==> config.mk <==
export PLATFORM = sky130hd
export DESIGN_NAME = move_sequencer_flat
export DESIGN_NICKNAME = d
export VERILOG_FILES = /design/src/rtl/move_sequencer_pkg.sv /design/src/rtl/move_sequencer_if.sv /design/src/rtl/move_sequencer_rom.sv /design/src/rtl/move_sequencer.sv /design/src/flat_wrapper.sv
export SDC_FILE = /design/constraint.sdc
export NUM_CORES = 1
export LEC_CHECK = 0
export CORE_MARGIN = 5
export CORE_UTILIZATION = 54
export DETAILED_ROUTE_END_ITERATION = 8
export PLACE_DENSITY = 0.91
export SYNTH_ARGS = -nofsm -noshare
export SYNTH_HDL_FRONTEND = slang
export SYNTH_HIERARCHICAL = 1
export SYNTH_SLANG_ARGS = --single-unit
==> constraint.sdc <==
create_clock -name clk -period 4.7 [get_ports clk]
set_clock_uncertainty 0.2 [all_clocks]
set_input_delay 0.94 -clock clk [delete_from_list [all_inputs] [get_ports clk]]
set_output_delay 0.94 -clock clk [all_outputs]
set_load 0.03 [all_outputs]
==> src/rtl/move_sequencer_pkg.sv <==
// Shared types and constants for the robot motion sequencer.
package move_pkg;

  localparam int MV_CODE_W = 3;

  // Motion codes stored in the upper bits of each program step word.
  typedef enum logic [MV_CODE_W-1:0] {
    MV_STOP  = 3'd0,
    MV_FWD   = 3'd1,
    MV_REV   = 3'd2,
    MV_LEFT  = 3'd3,
    MV_RIGHT = 3'd4
  } mv_code_t;

  // H-bridge enables, ordered {l_fwd, l_rev, r_fwd, r_rev}.
  localparam logic [3:0] MOTOR_OFF   = 4'b0000;
  localparam logic [3:0] MOTOR_FWD   = 4'b1010;
  localparam logic [3:0] MOTOR_REV   = 4'b0101;
  localparam logic [3:0] MOTOR_LEFT  = 4'b0110;
  localparam logic [3:0] MOTOR_RIGHT = 4'b1001;

  // Step word layout: {code[MV_CODE_W-1:0], dur[DUR_W-1:0]}.

  typedef enum logic [2:0] {
    ST_IDLE = 3'd0,
    ST_LOAD = 3'd1,
    ST_RUN  = 3'd2,
    ST_HOLD = 3'd3,
    ST_DONE = 3'd4
  } seq_state_t;

  // STOP and undefined codes leave every bridge leg disabled.
  function automatic logic [3:0] motor_decode(input logic [MV_CODE_W-1:0] code);
    logic [3:0] m;
    case (code)
      MV_FWD:   m = MOTOR_FWD;
      MV_REV:   m = MOTOR_REV;
      MV_LEFT:  m = MOTOR_LEFT;
      MV_RIGHT: m = MOTOR_RIGHT;
      default:  m = MOTOR_OFF;
    endcase
    return m;
  endfunction

endpackage

==> src/rtl/move_sequencer_if.sv <==
// Control/status bundle between the sequencer and its environment.
interface move_sequencer_if #(
  parameter int STEP_W = 2,
  parameter int DUR_W  = 4
);
  logic              sec_toggle;
  logic              start;
  logic              stop;
  logic              obstacle;
  logic [3:0]        motor;
  logic              busy;
  logic              done;
  logic [STEP_W-1:0] step_idx;
  logic [DUR_W-1:0]  secs_left;

  modport master (
    output sec_toggle, start, stop, obstacle,
    input  motor, busy, done, step_idx, secs_left
  );

  modport slave (
    input  sec_toggle, start, stop, obstacle,
    output motor, busy, done, step_idx, secs_left
  );
endinterface

==> src/rtl/move_sequencer_rom.sv <==
// Fixed motion program: step index -> {code, duration} word.
module move_rom
  import move_pkg::*;
#(
  parameter int NUM_STEPS = 4,
  parameter int STEP_W    = 2,
  parameter int DUR_W     = 4
) (
  input  logic [STEP_W-1:0]          step_idx,
  output logic [MV_CODE_W+DUR_W-1:0] word
);

  // Out-of-range indices read as a zero-length STOP step.
  always_comb begin
    word = '0;
    if (int'(step_idx) < NUM_STEPS) begin
      case (int'(step_idx))
        0:       word = {MV_FWD,   DUR_W'(3)};
        1:       word = {MV_RIGHT, DUR_W'(1)};
        2:       word = {MV_STOP,  DUR_W'(0)};
        3:       word = {MV_REV,   DUR_W'(2)};
        default: word = '0;
      endcase
    end
  end

endmodule

==> src/rtl/move_sequencer.sv <==
// Plays the motion program one step at a time, timed by the 1 Hz toggle.
module move_sequencer
  import move_pkg::*;
#(
  parameter int NUM_STEPS = 4,
  parameter int STEP_W    = 2,
  parameter int DUR_W     = 4
) (
  input  logic           clk,
  input  logic           reset,
  move_sequencer_if.slave bus
);

  localparam int              WORD_W    = MV_CODE_W + DUR_W;
  localparam logic [STEP_W-1:0] LAST_STEP = STEP_W'(NUM_STEPS - 1);

  seq_state_t             state_q, state_d;
  logic [STEP_W-1:0]      step_idx_q, step_idx_d;
  logic [DUR_W-1:0]       secs_left_q, secs_left_d;
  logic [3:0]             motor_q, motor_d;
  logic                   busy_q, busy_d;
  logic                   done_q, done_d;
  logic                   sec_q, sec_d;

  logic [WORD_W-1:0]      step_word;
  logic [MV_CODE_W-1:0]   step_code;
  logic [DUR_W-1:0]       step_dur;
  logic                   tick;
  logic                   last_step;
  logic                   fwd_blocked;

  move_rom #(
    .NUM_STEPS (NUM_STEPS),
    .STEP_W    (STEP_W),
    .DUR_W     (DUR_W)
  ) u_rom (
    .step_idx (step_idx_q),
    .word     (step_word)
  );

  assign step_code   = step_word[WORD_W-1 -: MV_CODE_W];
  assign step_dur    = step_word[DUR_W-1:0];
  assign tick        = bus.sec_toggle ^ sec_q;
  assign last_step   = (step_idx_q == LAST_STEP);
  assign fwd_blocked = bus.obstacle && (step_code == MV_FWD);

  // Next-state, step/second bookkeeping and registered output decode.
  // Outputs are decoded from state_d so they line up with the state register;
  // step_idx never changes on entry to RUN, so step_code is already correct.
  always_comb begin
    state_d     = state_q;
    step_idx_d  = step_idx_q;
    secs_left_d = secs_left_q;
    sec_d       = bus.sec_toggle;

    if (bus.stop) begin
      state_d     = ST_IDLE;
      step_idx_d  = '0;
      secs_left_d = '0;
    end else begin
      case (state_q)
        ST_IDLE: begin
          if (bus.start) begin
            state_d    = ST_LOAD;
            step_idx_d = '0;
          end
        end
        ST_LOAD: begin
          secs_left_d = step_dur;
          if (step_dur == '0) begin
            if (last_step) state_d = ST_DONE;
            else           step_idx_d = step_idx_q + STEP_W'(1);
          end else begin
            state_d = ST_RUN;
          end
        end
        ST_RUN: begin
          if (fwd_blocked) begin
            state_d = ST_HOLD;
          end else if (tick) begin
            if (secs_left_q > DUR_W'(1)) begin
              secs_left_d = secs_left_q - DUR_W'(1);
            end else if (last_step) begin
              state_d = ST_DONE;
            end else begin
              state_d    = ST_LOAD;
              step_idx_d = step_idx_q + STEP_W'(1);
            end
          end
        end
        ST_HOLD: begin
          if (!bus.obstacle) state_d = ST_RUN;
        end
        ST_DONE: begin
          state_d     = ST_IDLE;
          step_idx_d  = '0;
          secs_left_d = '0;
        end
        default: begin
          state_d     = ST_IDLE;
          step_idx_d  = '0;
          secs_left_d = '0;
        end
      endcase
    end

    motor_d = (state_d == ST_RUN) ? motor_decode(step_code) : MOTOR_OFF;
    busy_d  = (state_d == ST_LOAD) || (state_d == ST_RUN) || (state_d == ST_HOLD);
    done_d  = (state_d == ST_DONE);
  end

  // State and output registers; sec_q tracks the toggle even in reset.
  always_ff @(posedge clk) begin
    if (reset) begin
      state_q     <= ST_IDLE;
      step_idx_q  <= '0;
      secs_left_q <= '0;
      motor_q     <= MOTOR_OFF;
      busy_q      <= 1'b0;
      done_q      <= 1'b0;
      sec_q       <= bus.sec_toggle;
    end else begin
      state_q     <= state_d;
      step_idx_q  <= step_idx_d;
      secs_left_q <= secs_left_d;
      motor_q     <= motor_d;
      busy_q      <= busy_d;
      done_q      <= done_d;
      sec_q       <= sec_d;
    end
  end

  assign bus.motor     = motor_q;
  assign bus.busy      = busy_q;
  assign bus.done      = done_q;
  assign bus.step_idx  = step_idx_q;
  assign bus.secs_left = secs_left_q;

endmodule
==> src/flat_wrapper.sv <==
// flat-port wrapper written by rule: the top's interface ports become plain ports
module move_sequencer_flat import move_pkg::*;
#(
  parameter int NUM_STEPS = 4,
  parameter int STEP_W    = 2,
  parameter int DUR_W     = 4
)
  (clk, reset, bus_sec_toggle, bus_start, bus_stop, bus_obstacle, bus_motor, bus_busy, bus_done, bus_step_idx, bus_secs_left);
  move_sequencer_if #(.STEP_W(STEP_W), .DUR_W(DUR_W)) bus_i ();
  input  logic clk;
  input  logic reset;
  input wire logic [$bits(bus_i.sec_toggle)-1:0] bus_sec_toggle;
  input wire logic [$bits(bus_i.start)-1:0] bus_start;
  input wire logic [$bits(bus_i.stop)-1:0] bus_stop;
  input wire logic [$bits(bus_i.obstacle)-1:0] bus_obstacle;
  output wire logic [$bits(bus_i.motor)-1:0] bus_motor;
  output wire logic [$bits(bus_i.busy)-1:0] bus_busy;
  output wire logic [$bits(bus_i.done)-1:0] bus_done;
  output wire logic [$bits(bus_i.step_idx)-1:0] bus_step_idx;
  output wire logic [$bits(bus_i.secs_left)-1:0] bus_secs_left;
  assign bus_i.sec_toggle = bus_sec_toggle;
  assign bus_i.start = bus_start;
  assign bus_i.stop = bus_stop;
  assign bus_i.obstacle = bus_obstacle;
  assign bus_motor = bus_i.motor;
  assign bus_busy = bus_i.busy;
  assign bus_done = bus_i.done;
  assign bus_step_idx = bus_i.step_idx;
  assign bus_secs_left = bus_i.secs_left;
  move_sequencer #(.NUM_STEPS(NUM_STEPS), .STEP_W(STEP_W), .DUR_W(DUR_W)) u_core (.clk(clk), .reset(reset), .bus(bus_i));
endmodule
==> reports/metrics.csv <==
stage,metric,value,unit
routing,DR DRC count,0,
timing,WHS,0.331,ns
worst_setup_path,worst path cell trace,"clkdlybuf4s50_1, nor3_1, nand4_1, nor3b_1",
timing,# setup viols final,0,
clocking,clock buffer depth,2,
yosys,Synth Flop Type,dfxtp_1,
routing,initial drt markers,30,
pwr,Peak VDD IR,0.184,mV
global_route,initial antenna violation count,0,
yosys,Synth top area share,34.2,%
run_status,status,completed,
yosys,"flops & latches, synth",16,
die,die area,2670,sq um
die,Cell Rows,15,
yosys,top post-synthesis cells by area,"dfxtp_1, ha_1, nor3b_1",
worst_setup_path,r2r endpoint,u_core/bus.step_idx[1]$_SDFFE_PP0P_,
global_route,Total GRT Usage,16.6,%
global_route,first-pass GRT wire length,3280,um
die,Core Area,1690,sq um
layout,design area,1130,sq um
clocking,cts repair resizes,0,
pwr,leakage power,0.419,nW
placed_design,placed inst area,1100,sq um
clocking,TritonCTS Sinks,16,
timing,Max-slew headroom,48.1,%
flow_run,max cap viols,0,
clocking,Root Driver,clkbuf_4,
layout,final core utilization,66.7,%
worst_setup_path,CP Launch Point,bus_stop,
placed_design,Port Buffers,17,
global_route,total gr overflow,0,
min_path,min-delay worst type,flip-flop to flip-flop,
yosys,Post-synth EDFFs,0,
layout,Area Overhead vs Synth,20.3,%
timing,setup slack after layout,2.03,ns
yosys,register area share after synthesis,34.2,%
yosys,asr flop ratio synth,0,%
timing,final worst-path cycle share,56.9,%
routing,final wirelength,1910,um
routing,WL/cell,13.8,um
yosys,Cells after Synth,104,
placed_design,routability congestion estimate,0.794,
die,die width,51.6,um
layout,nets,135,
worst_setup_path,Top delay family on crit path,simple AND/OR/NAND/NOR gates,
placed_design,Place WS,1.78,ns
clocking,H-tree Lvls,1,
routing,DR vias,819,
timing,RSZ-0062 raised after global routing,false,
yosys,Ys Warns,6,
worst_setup_path,Worst path slowest cell,nor3_1,
timing,final hold vios,0,
timing,clock period minus worst slack,2.67,ns
clocking,CTS tree,built,
worst_setup_path,crit path capture type,flip-flop,
timing,Slew @ Worst Pin,0.773,ns
clocking,cts hold-fix bufs,0,
layout,FILL cells,143,
worst_setup_path,Worst Path Arrival,2.68,ns
routing,Routed Antenna Nets,0,
die,num ports,18,
clocking,worst-skew pair later-pin latency,0.28,ns
die,Starting Density,55.4,%
worst_setup_path,worst r2r src,u_core/bus.step_idx[1]$_SDFFE_PP0P_,
worst_setup_path,Slowest Stage Delay on Critical Path,0.68,ns
yosys,syn avg cell area,9.00,sq um
worst_setup_path,R2R setup slack,2.19,ns
layout,"commonest non-fill, non-tap cells in the layout","clkdlybuf4s50_1, dfxtp_1, nor2_1, nor3_1, ha_1",
yosys,"area leader, netlist",dfxtp_1,
routing,DRT Pass-1 Iters,4,
clocking,TritonCTS buffer count,3,
worst_setup_path,critical path class,input pin to flip-flop,
worst_setup_path,CP Launch Type,input pin,
placed_design,dpl hpwl,1510,um
worst_setup_path,reg2reg path depth,8,
clocking,postcts setup bufs,0,
timing,Final TNS setup,0,ns
layout,"commonest non-fill, non-tap cell in the layout",clkdlybuf4s50_1,
layout,n_diodes,0,
timing,Pins Over Slew Limit,0,
worst_setup_path,Worst Path Max Fanout,7,
die,Die H,51.6,um
clocking,clock-pin transition on the worst setup and hold timing paths,0.08,ns
worst_setup_path,worst path required time,4.70,ns
pwr,Pwr Density,217,nW/um^2
global_route,vias in the first global route,753,
worst_setup_path,CP endpoint,u_core/bus.motor[1]$_SDFF_PP0_,
timing,fmax,0.374,GHz
yosys,Synth cell types,40,
global_route,largest net degree at the start of global routing,10,
routing,drt via density,5.93,
layout,fraction of layout cells with a size suffix above 1,9.92,%
worst_setup_path,Crit path depth,4,
yosys,Mapped Area,936,sq um
worst_setup_path,crit path buf inv count,1,
layout make-up:
class	count	area [sq um]	area share [%]
sequential	16	320	28.4
clock buffer	3	22.5	2.00
inverter	5	18.8	1.67
timing repair buffer	17	170	15.1
tap	17	21.3	1.89
multi-input combinational	80	573	50.9
per-layer routing:
layer	vias up	global-route usage, %	wire (um)
met3	9	3.15	109
li1	408	-	-
met4	0	12.7	55
met1	372	19.9	817
met2	30	25.8	928
met5	-	0	0
report_power, final:
part | internal, mW | switching [mW] | leakage [nW]
Combinational | 0.0170 | 0.0199 | 0.275
Sequential | 0.138 | 0.00216 | 0.130
Clock | 0.0297 | 0.0379 | 0.0138
Total | 0.184 | 0.0600 | 0.419
cells in the mapped netlist (2+ instances only):
| master | n |
|---|---|
| or2_1 | 2 |
| o21ai_0 | 4 |
| ha_1 | 6 |
| dfxtp_1 | 16 |
| o32a_1 | 2 |
| a2111oi_2 | 2 |
| buf_4 | 3 |
| nor2b_1 | 5 |
| inv_1 | 5 |
| and3_1 | 3 |
| nand2_1 | 4 |
| a21oi_1 | 3 |
| or3_1 | 3 |
| xnor2_1 | 3 |
| nor3_1 | 7 |
| mux2i_1 | 2 |
| nor2_1 | 7 |
| nor3b_1 | 5 |
kinds of logic after synthesis:
kind of cell               Yosys count  synth area share, %
AOI/OAI and AO/OA                   21                 19.3
other                                1                0.401
xor gates and xnor gates             3                 2.81
adders and majority gates            6                 8.02
muxes                                2                 2.14
buffers and inverters                9                 4.95
and+or+nand+nor                     46                 28.2
DFF                                 16                 34.2
how the worst min path moves through the flow:
stage	slack, ns	from	to	cells past startpoint
after CTS	0.34	u_core/bus.secs_left[3]$_SDFFE_PP0P_	u_core/bus.secs_left[3]$_SDFFE_PP0P_	1
final	0.33	u_core/bus.secs_left[3]$_SDFFE_PP0P_	u_core/bus.secs_left[3]$_SDFFE_PP0P_	1
after floorplan	0.42	u_core/bus.step_idx[1]$_SDFFE_PP0P_	u_core/bus.step_idx[1]$_SDFFE_PP0P_	2
after global routing	0.37	u_core/bus.step_idx[1]$_SDFFE_PP0P_	u_core/bus.step_idx[1]$_SDFFE_PP0P_	2
after detailed placement	0.31	u_core/bus.secs_left[3]$_SDFFE_PP0P_	u_core/bus.secs_left[3]$_SDFFE_PP0P_	1
after global placement	0.31	u_core/bus.secs_left[3]$_SDFFE_PP0P_	u_core/bus.secs_left[3]$_SDFFE_PP0P_	1
stage by stage:
step           std cells  power [mW]
2_1_floorplan        105       0.168
3_3_place_gp         135       0.178
3_5_place_dp         135       0.179
4_1_cts              138       0.250
5_1_grt              138       0.261
6_report             138       0.244
flip-flops by register name, summed over array words and instances (netlist names):
signal,flops
u_core/sec_q,1
u_core/state_q,3
u_core/bus.secs_left,4
u_core/bus.motor,4
u_core/bus.busy,1
u_core/bus.step_idx,2
u_core/bus.done,1
Note: power is estimated with default switching activity, not from simulation.
